File: config.mk
export PLATFORM = sky130hd
export DESIGN_NAME = inst_fetch_buf
export DESIGN_NICKNAME = d
export VERILOG_FILES = /design/src/rtl/inst_fetch_buf_pkg.sv /design/src/rtl/inst_fetch_buf_fifo.sv /design/src/rtl/inst_fetch_buf.sv
export SDC_FILE = /design/constraint.sdc
export NUM_CORES = 1
export LEC_CHECK = 0
export ABC_AREA = 1
export BUFFER_PORTS_ARGS = -buffer_cell sky130_fd_sc_hd__buf_2
export CORE_ASPECT_RATIO = 1.1
export CORE_MARGIN = 2
export CORE_UTILIZATION = 54
export CTS_BUF_LIST = sky130_fd_sc_hd__clkbuf_8
export CTS_CLUSTER_DIAMETER = 100
export DETAILED_ROUTE_END_ITERATION = 8
export GPL_ROUTABILITY_DRIVEN = 0
export PLACE_DENSITY = 0.75
export REMOVE_ABC_BUFFERS = 1
export SYNTH_ARGS = -nofsm -noshare
export SYNTH_HDL_FRONTEND = slang
export SYNTH_SLANG_ARGS = --single-unit
File: constraint.sdc
create_clock -name clk -period 7.6 [get_ports clk]
set_input_delay 1.9 -clock clk [delete_from_list [all_inputs] [get_ports clk]]
set_output_delay 1.9 -clock clk [all_outputs]
set_load 0.05 [all_outputs]
File: src/rtl/inst_fetch_buf_pkg.sv
// Shared types and constants for the instruction prefetch buffer.
package inst_fetch_buf_pkg;

    localparam int unsigned INST_ADDR_W = 32;
    localparam int unsigned INST_W      = 32;

    localparam logic [INST_W-1:0]      NOP_INST         = 32'h0000_0013;
    localparam logic [INST_ADDR_W-1:0] RESET_PC_DEFAULT = 32'h0000_0000;

    typedef struct packed {
        logic [INST_ADDR_W-1:0] addr;
        logic [INST_W-1:0]      inst;
    } fetch_entry_t;

    function automatic logic [INST_ADDR_W-1:0] next_word(input logic [INST_ADDR_W-1:0] a);
        return a + INST_ADDR_W'(4);
    endfunction

endpackage

File: src/rtl/inst_fetch_buf_fifo.sv
// ifb_fifo: generic synchronous FIFO with push/pop/flush, occupancy count and head output.
// DEPTH must be a power of two so the pointers wrap naturally.
module ifb_fifo #(
    parameter int unsigned WIDTH = 64,
    parameter int unsigned DEPTH = 4
) (
    input  logic                     clk,
    input  logic                     rstn,
    input  logic                     flush,
    input  logic                     push,
    input  logic                     pop,
    input  logic [WIDTH-1:0]         wdata,
    output logic [WIDTH-1:0]         rdata,
    output logic [$clog2(DEPTH):0]   count,
    output logic                     empty
);

    localparam int unsigned PTR_W = $clog2(DEPTH);
    localparam int unsigned CNT_W = PTR_W + 1;

    logic [WIDTH-1:0] mem [DEPTH];
    logic [PTR_W-1:0] wr_ptr;
    logic [PTR_W-1:0] rd_ptr;
    logic [CNT_W-1:0] cnt;

    // Pointer and occupancy state; flush empties the queue in one edge.
    always_ff @(posedge clk or negedge rstn) begin
        if (!rstn) begin
            wr_ptr <= '0;
            rd_ptr <= '0;
            cnt    <= '0;
        end else if (flush) begin
            wr_ptr <= '0;
            rd_ptr <= '0;
            cnt    <= '0;
        end else begin
            if (push) wr_ptr <= wr_ptr + PTR_W'(1);
            if (pop)  rd_ptr <= rd_ptr + PTR_W'(1);
            cnt <= cnt + CNT_W'(push) - CNT_W'(pop);
        end
    end

    always_ff @(posedge clk) begin
        if (push && !flush) mem[wr_ptr] <= wdata;
    end

    assign rdata = mem[rd_ptr];
    assign count = cnt;
    assign empty = (cnt == '0);

endmodule

File: src/rtl/inst_fetch_buf.sv
// Instruction prefetch buffer: owns the fetch PC, tracks in-flight fetches and queues tagged instructions.
// Optional zero-latency bypass of an empty queue is enabled with `define IFB_BYPASS_EN.
module inst_fetch_buf
    import inst_fetch_buf_pkg::*;
#(
    parameter int unsigned DEPTH      = 4,
    parameter int unsigned MAX_OUTSTD = 2,
    parameter logic [31:0] RESET_PC   = RESET_PC_DEFAULT
) (
    input  logic        clk,
    input  logic        rstn,
    input  logic        flush_i,
    input  logic [31:0] flush_pc_i,
    output logic        imem_req_o,
    output logic [31:0] imem_addr_o,
    input  logic        imem_gnt_i,
    input  logic        imem_rvalid_i,
    input  logic [31:0] imem_rdata_i,
    output logic        inst_valid_o,
    output logic [31:0] inst_o,
    output logic [31:0] instaddr_o,
    input  logic        inst_ready_i
);

    localparam int unsigned CNT_W = $clog2(DEPTH) + 1;
    localparam int unsigned OUT_W = $clog2(MAX_OUTSTD) + 1;
    localparam int unsigned SUM_W = ((CNT_W > OUT_W) ? CNT_W : OUT_W) + 1;

    logic                   started;
    logic [31:0]            fpc, fpc_nxt;
    logic [31:0]            rpc, rpc_nxt;
    logic [OUT_W-1:0]       outstd, outstd_nxt;
    logic [OUT_W-1:0]       drop_cnt, drop_cnt_nxt;
    logic [CNT_W-1:0]       count;
    logic                   fifo_empty;
    logic                   fifo_push, fifo_pop;
    fetch_entry_t           head, push_entry;
    logic [31:0]            flush_tgt;
    logic                   fire, rsp_ok, rsp_drop, rsp_keep, byp, byp_take;

    assign flush_tgt = flush_pc_i & ~32'h0000_0003;

    // Space is reserved at request time so a returning response always has a slot.
    assign imem_req_o  = started && !flush_i
                         && ((SUM_W'(count) + SUM_W'(outstd)) < SUM_W'(DEPTH))
                         && (outstd < OUT_W'(MAX_OUTSTD));
    assign imem_addr_o = fpc;

    assign fire     = imem_req_o && imem_gnt_i;
    assign rsp_ok   = imem_rvalid_i && (outstd != '0);
    assign rsp_drop = rsp_ok && (drop_cnt != '0);
    assign rsp_keep = rsp_ok && (drop_cnt == '0);

`ifdef IFB_BYPASS_EN
    assign byp = rsp_keep && fifo_empty && !flush_i;
`else
    assign byp = 1'b0;
`endif
    assign byp_take = byp && inst_ready_i;

    assign push_entry = '{addr: rpc, inst: imem_rdata_i};
    assign fifo_push  = rsp_keep && !flush_i && !byp_take;
    assign fifo_pop   = !fifo_empty && inst_ready_i && !flush_i;

    always_comb begin
        fpc_nxt      = fpc;
        rpc_nxt      = rpc;
        outstd_nxt   = outstd + OUT_W'(fire) - OUT_W'(rsp_ok);
        drop_cnt_nxt = drop_cnt;
        if (flush_i) begin
            fpc_nxt      = flush_tgt;
            rpc_nxt      = flush_tgt;
            // Everything still in flight after this edge is stale.
            drop_cnt_nxt = outstd - OUT_W'(rsp_ok);
        end else begin
            if (fire)     fpc_nxt      = next_word(fpc);
            if (rsp_keep) rpc_nxt      = next_word(rpc);
            if (rsp_drop) drop_cnt_nxt = drop_cnt - OUT_W'(1);
        end
    end

    always_ff @(posedge clk or negedge rstn) begin
        if (!rstn) begin
            started  <= 1'b0;
            fpc      <= RESET_PC;
            rpc      <= RESET_PC;
            outstd   <= '0;
            drop_cnt <= '0;
        end else begin
            started  <= 1'b1;
            fpc      <= fpc_nxt;
            rpc      <= rpc_nxt;
            outstd   <= outstd_nxt;
            drop_cnt <= drop_cnt_nxt;
        end
    end

    ifb_fifo #(
        .WIDTH ($bits(fetch_entry_t)),
        .DEPTH (DEPTH)
    ) u_fifo (
        .clk   (clk),
        .rstn  (rstn),
        .flush (flush_i),
        .push  (fifo_push),
        .pop   (fifo_pop),
        .wdata (push_entry),
        .rdata (head),
        .count (count),
        .empty (fifo_empty)
    );

    // Head of queue, or the bypassed response when the queue is empty.
    always_comb begin
        inst_valid_o = 1'b0;
        inst_o       = NOP_INST;
        instaddr_o   = '0;
        if (!fifo_empty) begin
            inst_valid_o = 1'b1;
            inst_o       = head.inst;
            instaddr_o   = head.addr;
        end else if (byp) begin
            inst_valid_o = 1'b1;
            inst_o       = imem_rdata_i;
            instaddr_o   = rpc;
        end
    end

    rsp_without_fetch: assert property (@(posedge clk) disable iff (!rstn)
        imem_rvalid_i |-> (outstd != '0));

endmodule

==> out/metrics.cfg, run 1 <==
[outcome]
outcome=finished, final reports clean

[critical_path]
path_class=flip-flop to output port
crit_buf_inv=3
r2r_start=u_fifo.count[1]$_DFF_PN0_
cp_cell_sequence=inv_2 -> buf_4 -> o21ai_0 -> a21oi_1 -> buf_2
rr_endpoint=u_fifo.count[2]$_DFF_PN0_
r2r_cells=12
crit_path_max_fanout=71
critPathSlowestCell=buf_4
cp.arrival_ps=3280
r2r_slack_ps=4590
crit_family=buffers and inverters
end_kind=output port
cp.required_ps=5700
cpPeakStageDelay_ps=660
startpoint_type=flip-flop

[timing]
worst_slack_ps=2419
finalSetupViolCount=0
skew_ps=20.23
finalSetupTns_ps=0
max_freq_ghz=0.1930
rsz0062_at_grt=no
finalHoldViolations=0
finalCritPeriodShare=0.6817
report.final.slew_viol_count=0
fin_crit_ps=5181
worstMarginPinSlew_ps=1143
slew_headroom=0.2379
hold_ws_ps=552.7

[layout]
area_growth_pct=14.02
drive_gt1_frac=0.1645
finalInstanceArea_um2=16570
final_core_util=0.6301
nets=1712
fin_cells=2018
n_antenna_cell=0

[synthesis]
synth_top_area_frac=0.5124
synthTopCellsByCount=nor2_1 (333), nand2_1 (252), edfxtp_1 (248), o21ai_0 (133), inv_1 (84)
ys.warnings.count=0
syn_avg_cell_area_um2=9.901
synth.yosys.seq_area_share=0.6364
synthCells=1468
yosysMostFrequentCell=nor2_1
synth_edf_count=248
ys_seq_elements=320
ys.flop_type=edfxtp_1
synthTopCellsByArea=edfxtp_1 (51%), dfrtp_1 (12%), nor2_1 (8.6%)
yosysTopAreaCell=edfxtp_1
netlist-cell-type-count=39
async_reset_ff_frac=0.2250
synth_area_um2=14530

[clock_network]
tritoncts=built
cts_resized=0
numCtsBuffers=49
postCtsHoldBufs=0
worstSkewPairLatency_ps=560
numClockSinks=320
htreeDepth=2
postCtsSetupBuffers=0
clk_pin_slew_ps=60
root_buffer=clkbuf_8
cts_buffer_depth=3

[hold_path]
hold_end=drop_cnt[0]$_DFFE_PN0P_
hp-start=drop_cnt[0]$_DFFE_PN0P_
hold_path.class=flip-flop to flip-flop
min_path_cells=2

[pwr]
power_mw=5.573
switchingPower_mw=2.336
p_comb_frac=0.351
p_int_mw=3.237
p_leak_nw=6.708
seqPwrFrac=0.400
peakVddDrop_mv=0.3114
power_frac_clock=0.250
power_density_nw_per_um2=336.3
power_switching_share=0.4192

[placement]
dpl_worst_slack_ps=2577
numPortBuffers=161
dp.cells=1929
hpwl_mm=20.28
placed_area_um2=15610

[global_routing]
antenna_found_initial=0
grt_overflow_total=0
grt_pass1_wl_mm=52.81
grt_max_degree=107
grt_pass1_vias=10650
grt.total_usage=0.2354

[floorplan]
core_um2=26300
ios=168
die_area_um2=28240
die_h_um=176.1
start_util=0.5527
fp.dieW_um=160.4
num_rows=62

[routing]
routed-wl-met2_mm=16.26
dr.pass1.iters=5
routed.top_layer=met4
routed_wl_mm=33.38
ant_nets=0
viasPerCell=5.469
wl_per_cell_um=16.54
drt-initial-drc-count=1106
drc=0
met1_length_mm=13.87
wl_met3_mm=2.559
vias=11040

[run]
drv_cap=0

==> worst min-delay path, delay by kind of cell (launching register included) <==
| family | cells | cell delay (ps) |
|---|---|---|
| AO/OA/AOI/OAI | 1 | 130 |
| buffers and inverters | 1 | 60 |
| flip-flops | 1 | 320 |
==> how the worst max path moves through the flow <==
stage	startpoint	endpoint	slack [ps]	cells past startpoint
2_1_floorplan	u_fifo.rd_ptr[0]$_DFFE_PN0P_	inst_o[0]	1120	3
3_3_place_gp	flush_i	imem_req_o	2610	4
3_5_place_dp	flush_i	imem_req_o	2580	4
4_1_cts	u_fifo.rd_ptr[0]$_DFFE_PN0P_	inst_o[1]	2380	5
5_1_grt	u_fifo.rd_ptr[0]$_DFFE_PN0P_	instaddr_o[28]	2160	5
6_report	u_fifo.rd_ptr[0]$_DFFE_PN0P_	instaddr_o[7]	2420	5
==> cells by family (layout without fill, tap and decap cells) <==
logic type      count (synthesis)  after routing  share of synthesized area
simple gates                  701            701                     0.1987
other cells                     2              5                  0.0005167
flops                         320            320                     0.6364
buf+inv                       159            354                    0.04528
xor+xnor                       29             29                    0.01748
fa+ha+maj                      14             14                    0.01257
compound gates                243            243                    0.08910
==> per-layer routing <==
metal / vias to the layer above / GRT usage
met2: 470 / 0.4098
met1: 5251 / 0.3065
met5: - / 0
met3: 57 / 0.03735
li1: 5258 / -
met4: 0 / 0.07132
==> cell type report <==
class,instances,area (um2)
fill,2102,9727
sequential,320,9254
multi-input combinational,992,4673
timing repair buffer,174,903.4
clock buffer,49,674.4
tap,352,440.4
inverter,91,341.6
clock inverter,40,284.0
==> placed cells by master, fill, tap and decap left out, types with 22 or more instances in the layout <==
| cell | instances |
|---|---|
| buf_2 | 161 |
| clkbuf_8 | 49 |
| nand3_1 | 72 |
| xor2_1 | 22 |
| a21oi_1 | 70 |
| nor2_1 | 329 |
| dfrtp_1 | 70 |
| nand2_1 | 252 |
| o21ai_0 | 133 |
| inv_1 | 100 |
| edfxtp_1 | 248 |
==> power by group through the flow <==
stage / Clock (mW) / Combinational (mW) / Sequential, mW
floorplan: 0 / 1.31 / 2.34
global placement: 0 / 1.92 / 2.25
detailed placement: 0 / 1.96 / 2.26
CTS: 1.42 / 1.96 / 2.22
global route: 1.49 / 2.12 / 2.25
finish: 1.39 / 1.96 / 2.23
==> flip-flops by register name (all words and copies together) (netlist names) <==
register,cells
u_fifo.mem,248
imem_addr_o,30
rpc,30
u_fifo.count,3
drop_cnt,2
outstd,2
u_fifo.rd_ptr,2
u_fifo.wr_ptr,2
started,1
No activity file was read; power rests on OpenSTA's default activity.
==> run 2: changes to the inputs <==
Clock period 7.6 ns to 4.9 ns, I/O delays scaled along.
==> run 2 against run 1 <==
Net effect: sequential cell count did not move; final cell count rose by 0.15%; combinational power rose by 56%; via count fell by 1.5%; first-iteration DRC count fell by 24%; design area rose by 0.54%; worst setup slack got worse by 1500 ps; critical endpoint is now inst_o[1]; largest cell class unchanged; largest power group unchanged.
==> out/metrics.cfg, run 2 (same netlist as run 1, synthesis figures left out) <==
[timing]
finalHoldViolations=0  ; unchanged
finalSetupViolCount=0  ; unchanged
hold_ws_ps=551.1  ; -1.671 ps
fin_crit_ps=4030
finalSetupTns_ps=0  ; unchanged
finalCritPeriodShare=0.8225
rsz0062_at_grt=no
worstMarginPinSlew_ps=942.6  ; -200.6 ps
skew_ps=27.64  ; +7.405 ps
slew_headroom=0.3716  ; +0.1337
max_freq_ghz=0.2481
report.final.slew_viol_count=0  ; unchanged

[floorplan]
num_rows=62  ; unchanged
start_util=0.5527  ; unchanged
core_um2=26300  ; unchanged
die_h_um=176.1  ; unchanged
ios=168  ; unchanged
die_area_um2=28240  ; unchanged
fp.dieW_um=160.4  ; unchanged

[placement]
placed_area_um2=15710  ; +0.59%
numPortBuffers=161  ; unchanged
dp.cells=1933  ; +0.21%
hpwl_mm=20.38  ; +0.50%

[routing]
drt-initial-drc-count=838  ; -24%
ant_nets=0  ; unchanged
wl_per_cell_um=16.41  ; -0.75%
viasPerCell=5.377  ; -1.7%
dr.pass1.iters=6  ; +1
drc=0  ; unchanged
vias=10870  ; -1.5%
routed_wl_mm=33.17  ; -0.61%

[layout]
drive_gt1_frac=0.1690  ; +0.004498
regMostFlops=u_fifo.mem
finalInstanceArea_um2=16660  ; +0.54%
nets=1716  ; +0.23%
area_growth_pct=14.63
fin_cells=2021  ; +0.15%
largest_reg_flops=248  ; unchanged
layout_common_cells=nor2_1 (329), nand2_1 (252), edfxtp_1 (248)
n_antenna_cell=0  ; unchanged
final_common_cell=nor2_1

[clock_network]
tritoncts=built
numClockSinks=320  ; unchanged
cts_buffer_depth=3  ; unchanged
clk_pin_slew_ps=70  ; about the same
postCtsHoldBufs=0  ; unchanged
numCtsBuffers=49  ; unchanged
postCtsSetupBuffers=0  ; unchanged
cts_resized=0  ; unchanged
htreeDepth=2  ; unchanged
root_buffer=clkbuf_8
worstSkewPairLatency_ps=580  ; +20 ps

[global_routing]
grt_pass1_vias=10450  ; -1.9%
antenna_found_initial=0  ; unchanged
grt_pass1_wl_mm=52.72  ; -0.18%
grt_overflow_total=0  ; unchanged
grt.total_usage=0.2349  ; -0.0005242
grt_max_degree=113  ; +5.6%

[critical_path]
crit_buf_inv=3  ; unchanged
startpoint_type=flip-flop
cp.arrival_ps=2810  ; -470 ps
cpPeakStageDelay_ps=680  ; +20 ps
cp.required_ps=3670  ; -2030 ps
crit_path_max_fanout=112  ; +58%
path_class=flip-flop to output port
crit_family=buffers and inverters
end_kind=output port
critPathSlowestCell=dfrtp_4
cp_cell_sequence=inv_2 -> buf_12 -> nor2_1 -> o311ai_0 -> buf_2

[run]
drv_cap=0  ; unchanged

[outcome]
outcome=finished, final reports clean

[hold_path]
hold_path.class=flip-flop to flip-flop

[pwr]
peakVddDrop_mv=0.2959  ; -5.0%
power_density_nw_per_um2=520.8  ; +55%
power_mw=8.676  ; +56%
p_leak_nw=6.754  ; +0.69%

[run 2: cell count changes in the layout (fill, tap and decap cells not counted), sizes merged]
cell / change
buf: +4
inv: -1
clkbuf: +2
bufinv: -1
clkinvlp: -1
[run 2: layout make-up]
cell class | instances | area (um2)
Multi-Input combinational cell | 992 | 4673
Timing Repair Buffer | 178 | 996.0
Sequential cell | 320 | 9254
Tap cell | 352 | 440.4
Clock inverter | 37 | 252.7
Inverter | 91 | 341.6
Fill cell | 2118 | 9638
Clock buffer | 51 | 701.9
[run 2: through the flow]
step,utilization,setup WS [ps]
5_1_grt,0.6335,658.6
2_1_floorplan,-,-909.1
3_5_place_dp,0.5972,1171
3_3_place_gp,0.5972,1158
4_1_cts,0.6335,863.8
6_report,0.6335,869.8
[run 2: routing by layer]
metal	GRT usage	vias to the layer above	share of wire
met5	0	-	0
met4	0.07282	0	0.023
met3	0.03688	62	0.077
met2	0.3921	426	0.47
met1	0.3204	5115	0.43
li1	-	5264	-
[run 2: where the power goes]
part           internal (mW)  leakage, nW  switching, mW
registers               3.18         3.11          0.283
logic                  0.714         3.09           2.35
clock network           1.13        0.550           1.01
total                   5.03         6.75           3.64
[run 2: path summary, 6_finish.rpt]
path / cells past startpoint / start / slack [ps] / endpoint
worst max-delay path: 5 / u_fifo.rd_ptr[0]$_DFFE_PN0P_ / 870 / inst_o[1]
worst min-delay path: 1 / outstd[0]$_DFF_PN0_ / 550 / outstd[0]$_DFF_PN0_
worst max register to register: 13 / u_fifo.count[1]$_DFF_PN0_ / 1780 / u_fifo.count[2]$_DFF_PN0_
worst min register to register: 1 / outstd[0]$_DFF_PN0_ / 550 / outstd[0]$_DFF_PN0_
max in group asynchronous: 2 / rstn / 3210 / u_fifo.count[2]$_DFF_PN0_
min in group asynchronous: 1 / rstn / 800 / imem_addr_o[19]$_DFFE_PN0P_
[run 2: worst register-to-register path, stage by stage, from the launching register on]
cell	delay [ps]
dfrtp_1	420
or2_2	350
nor2_4	370
buf_4	490
nor2_1	130
inv_1	120
nor2_1	50
ha_1	270
inv_1	50
ha_1	130
inv_1	50
fa_1	370
xor2_1	160
nor2_1	50
==> run 3: changes to the inputs <==
Clock period 4.9 ns to 4.04 ns, I/O delays scaled along.
==> run 3 against run 2 <==
Net effect: clock power is 29% higher; design area is 0.50% higher; register-to-register slack worse by 500 ps; final cell count is 0.35% higher; worst setup slack worse by 490 ps; sequential share of layout area is 0.27 points lower; global-route usage is 0.24 points lower; routed wire length hardly changed; critical path depth stayed put; critical path type unchanged; critical endpoint unchanged; highest routed layer unchanged.
==> out/metrics.cfg, run 3 (same netlist as run 1, synthesis figures left out) <==
[timing]
finalCritPeriodShare=0.9070
hold_ws_ps=508.0  ; -43.09 ps
report.final.slew_viol_count=0  ; unchanged
max_freq_ghz=0.2729
fin_crit_ps=3664
finalSetupViolCount=0  ; unchanged
skew_ps=29.53  ; +1.886 ps
slew_headroom=0.4958  ; +0.1242
rsz0062_at_grt=no
finalSetupTns_ps=0  ; unchanged
finalHoldViolations=0  ; unchanged
worstMarginPinSlew_ps=756.3  ; -186.3 ps

[critical_path]
end_kind=output port
path_class=flip-flop to output port
cp.required_ps=3030  ; -640 ps
crit_path_max_fanout=54  ; -52%
r2r_start=u_fifo.count[1]$_DFF_PN0_
setup.worst_path.start=u_fifo.rd_ptr[0]$_DFFE_PN0P_
cp.arrival_ps=2650  ; -160 ps
startpoint_type=flip-flop

[global_routing]
grt_overflow_total=0  ; unchanged
grt_max_degree=87  ; -23%
grt_pass1_wl_mm=51.94  ; -1.5%
grt.total_usage=0.2324  ; -0.002425
antenna_found_initial=0  ; unchanged
grt_pass1_vias=10380  ; -0.69%

[layout]
area_growth_pct=15.19
largest_reg_flops=248  ; unchanged
drive_gt1_frac=0.1718  ; +0.002874
regMostFlops=u_fifo.mem
layout_common_cells=nor2_1 (329), nand2_1 (252), edfxtp_1 (248)
final_core_util=0.6366  ; +0.003140
final_common_cell=nor2_1
nets=1722  ; +0.35%
n_antenna_cell=0  ; unchanged

[hold_path]
hold_path.class=input pin to async pin

[clock_network]
cts_buffer_depth=3  ; unchanged
numCtsBuffers=48  ; -2.0%
htreeDepth=2  ; unchanged
tritoncts=built
numClockSinks=320  ; unchanged
worstSkewPairLatency_ps=570  ; about the same
cts_resized=0  ; unchanged
postCtsSetupBuffers=0  ; unchanged
postCtsHoldBufs=0  ; unchanged
clk_pin_slew_ps=70  ; about the same
root_buffer=clkbuf_8

[outcome]
outcome=finished, final reports clean

[floorplan]
die_h_um=176.1  ; unchanged
num_rows=62  ; unchanged
fp.dieW_um=160.4  ; unchanged
core_um2=26300  ; unchanged
ios=168  ; unchanged
die_area_um2=28240  ; unchanged
start_util=0.5527  ; unchanged

[pwr]
peakVddDrop_mv=0.3445  ; +16%
p_leak_nw=6.783  ; +0.43%
power_density_nw_per_um2=639.8  ; +23%

[routing]
drt-initial-drc-count=917  ; +9.4%
viasPerCell=5.392  ; +0.28%
dr.pass1.iters=8  ; +2
ant_nets=0  ; unchanged
wl_per_cell_um=16.37  ; -0.25%
drc=0  ; unchanged
routed_wl_mm=33.21  ; about the same
vias=10940  ; +0.63%

[placement]
hpwl_mm=20.75  ; +1.8%
numPortBuffers=161  ; unchanged

[run]
drv_cap=0  ; unchanged

run 3: cell types whose count changed in the layout (fill, tap and decap cells not counted), moves of 2 or more:
| cell | before | now |
|---|---|---|
| buf_12 | 5 | 2 |
| buf_4 | 12 | 22 |
| bufinv_16 | 3 | 6 |
| clkinv_1 | 6 | 12 |
| clkinv_2 | 9 | 6 |
| inv_1 | 99 | 94 |
| inv_8 | 2 | 0 |
run 3: where the power goes:
| group | switching [mW] | internal [mW] | leakage, nW |
|---|---|---|---|
| combinational | 2.86 | 0.879 | 3.12 |
| sequential | 0.343 | 3.86 | 3.11 |
| clock | 1.22 | 1.55 | 0.556 |
run 3: cell type report:
type | count | area [um2]
inverter | 91 | 341.6
multi-input combinational | 992 | 4673
tap | 352 | 440.4
sequential | 320 | 9254
fill | 2083 | 9555
clock inverter | 38 | 334.1
clock buffer | 50 | 688.2
timing repair buffer | 185 | 1011
run 3: path summary, 6_finish.rpt:
kind,to,slack (ps),cells after the start
max,inst_o[1],380,5
min,imem_addr_o[25]$_DFFE_PN0P_,510,1
max reg2reg,u_fifo.count[2]$_DFF_PN0_,1280,12
min reg2reg,drop_cnt[1]$_DFFE_PN0P_,560,2
max in group asynchronous,outstd[1]$_DFF_PN0_,2680,2
min in group clk,drop_cnt[1]$_DFFE_PN0P_,560,2
run 3: metal layers:
layer,global-route usage,part of all wire,vias up
met5,0,0,-
met4,0.06944,0.020,0
met3,0.03993,0.068,57
met2,0.3912,0.48,420
met1,0.3133,0.43,5186
li1,-,-,5272
run 3: per-stage QoR:
step                      worst slack [ps]  std cells  cell area, um2  total power, mW
after global routing                 147.3       2028           16740            11.24
after detailed placement             938.1       1940           15720            7.997
after floorplan                      -1554       1403           14230            6.873
final                                375.8       2028           16740            10.71
after CTS                            339.7       2028           16740            10.77
after global placement                1005       1940           15720            7.919
run 3: critical path, cell delays in order (launching register included):
cell      delay (ps)
dfrtp_4          680
inv_2            170
buf_4            430
nor2_1            70
o311ai_0         380
buf_2            340
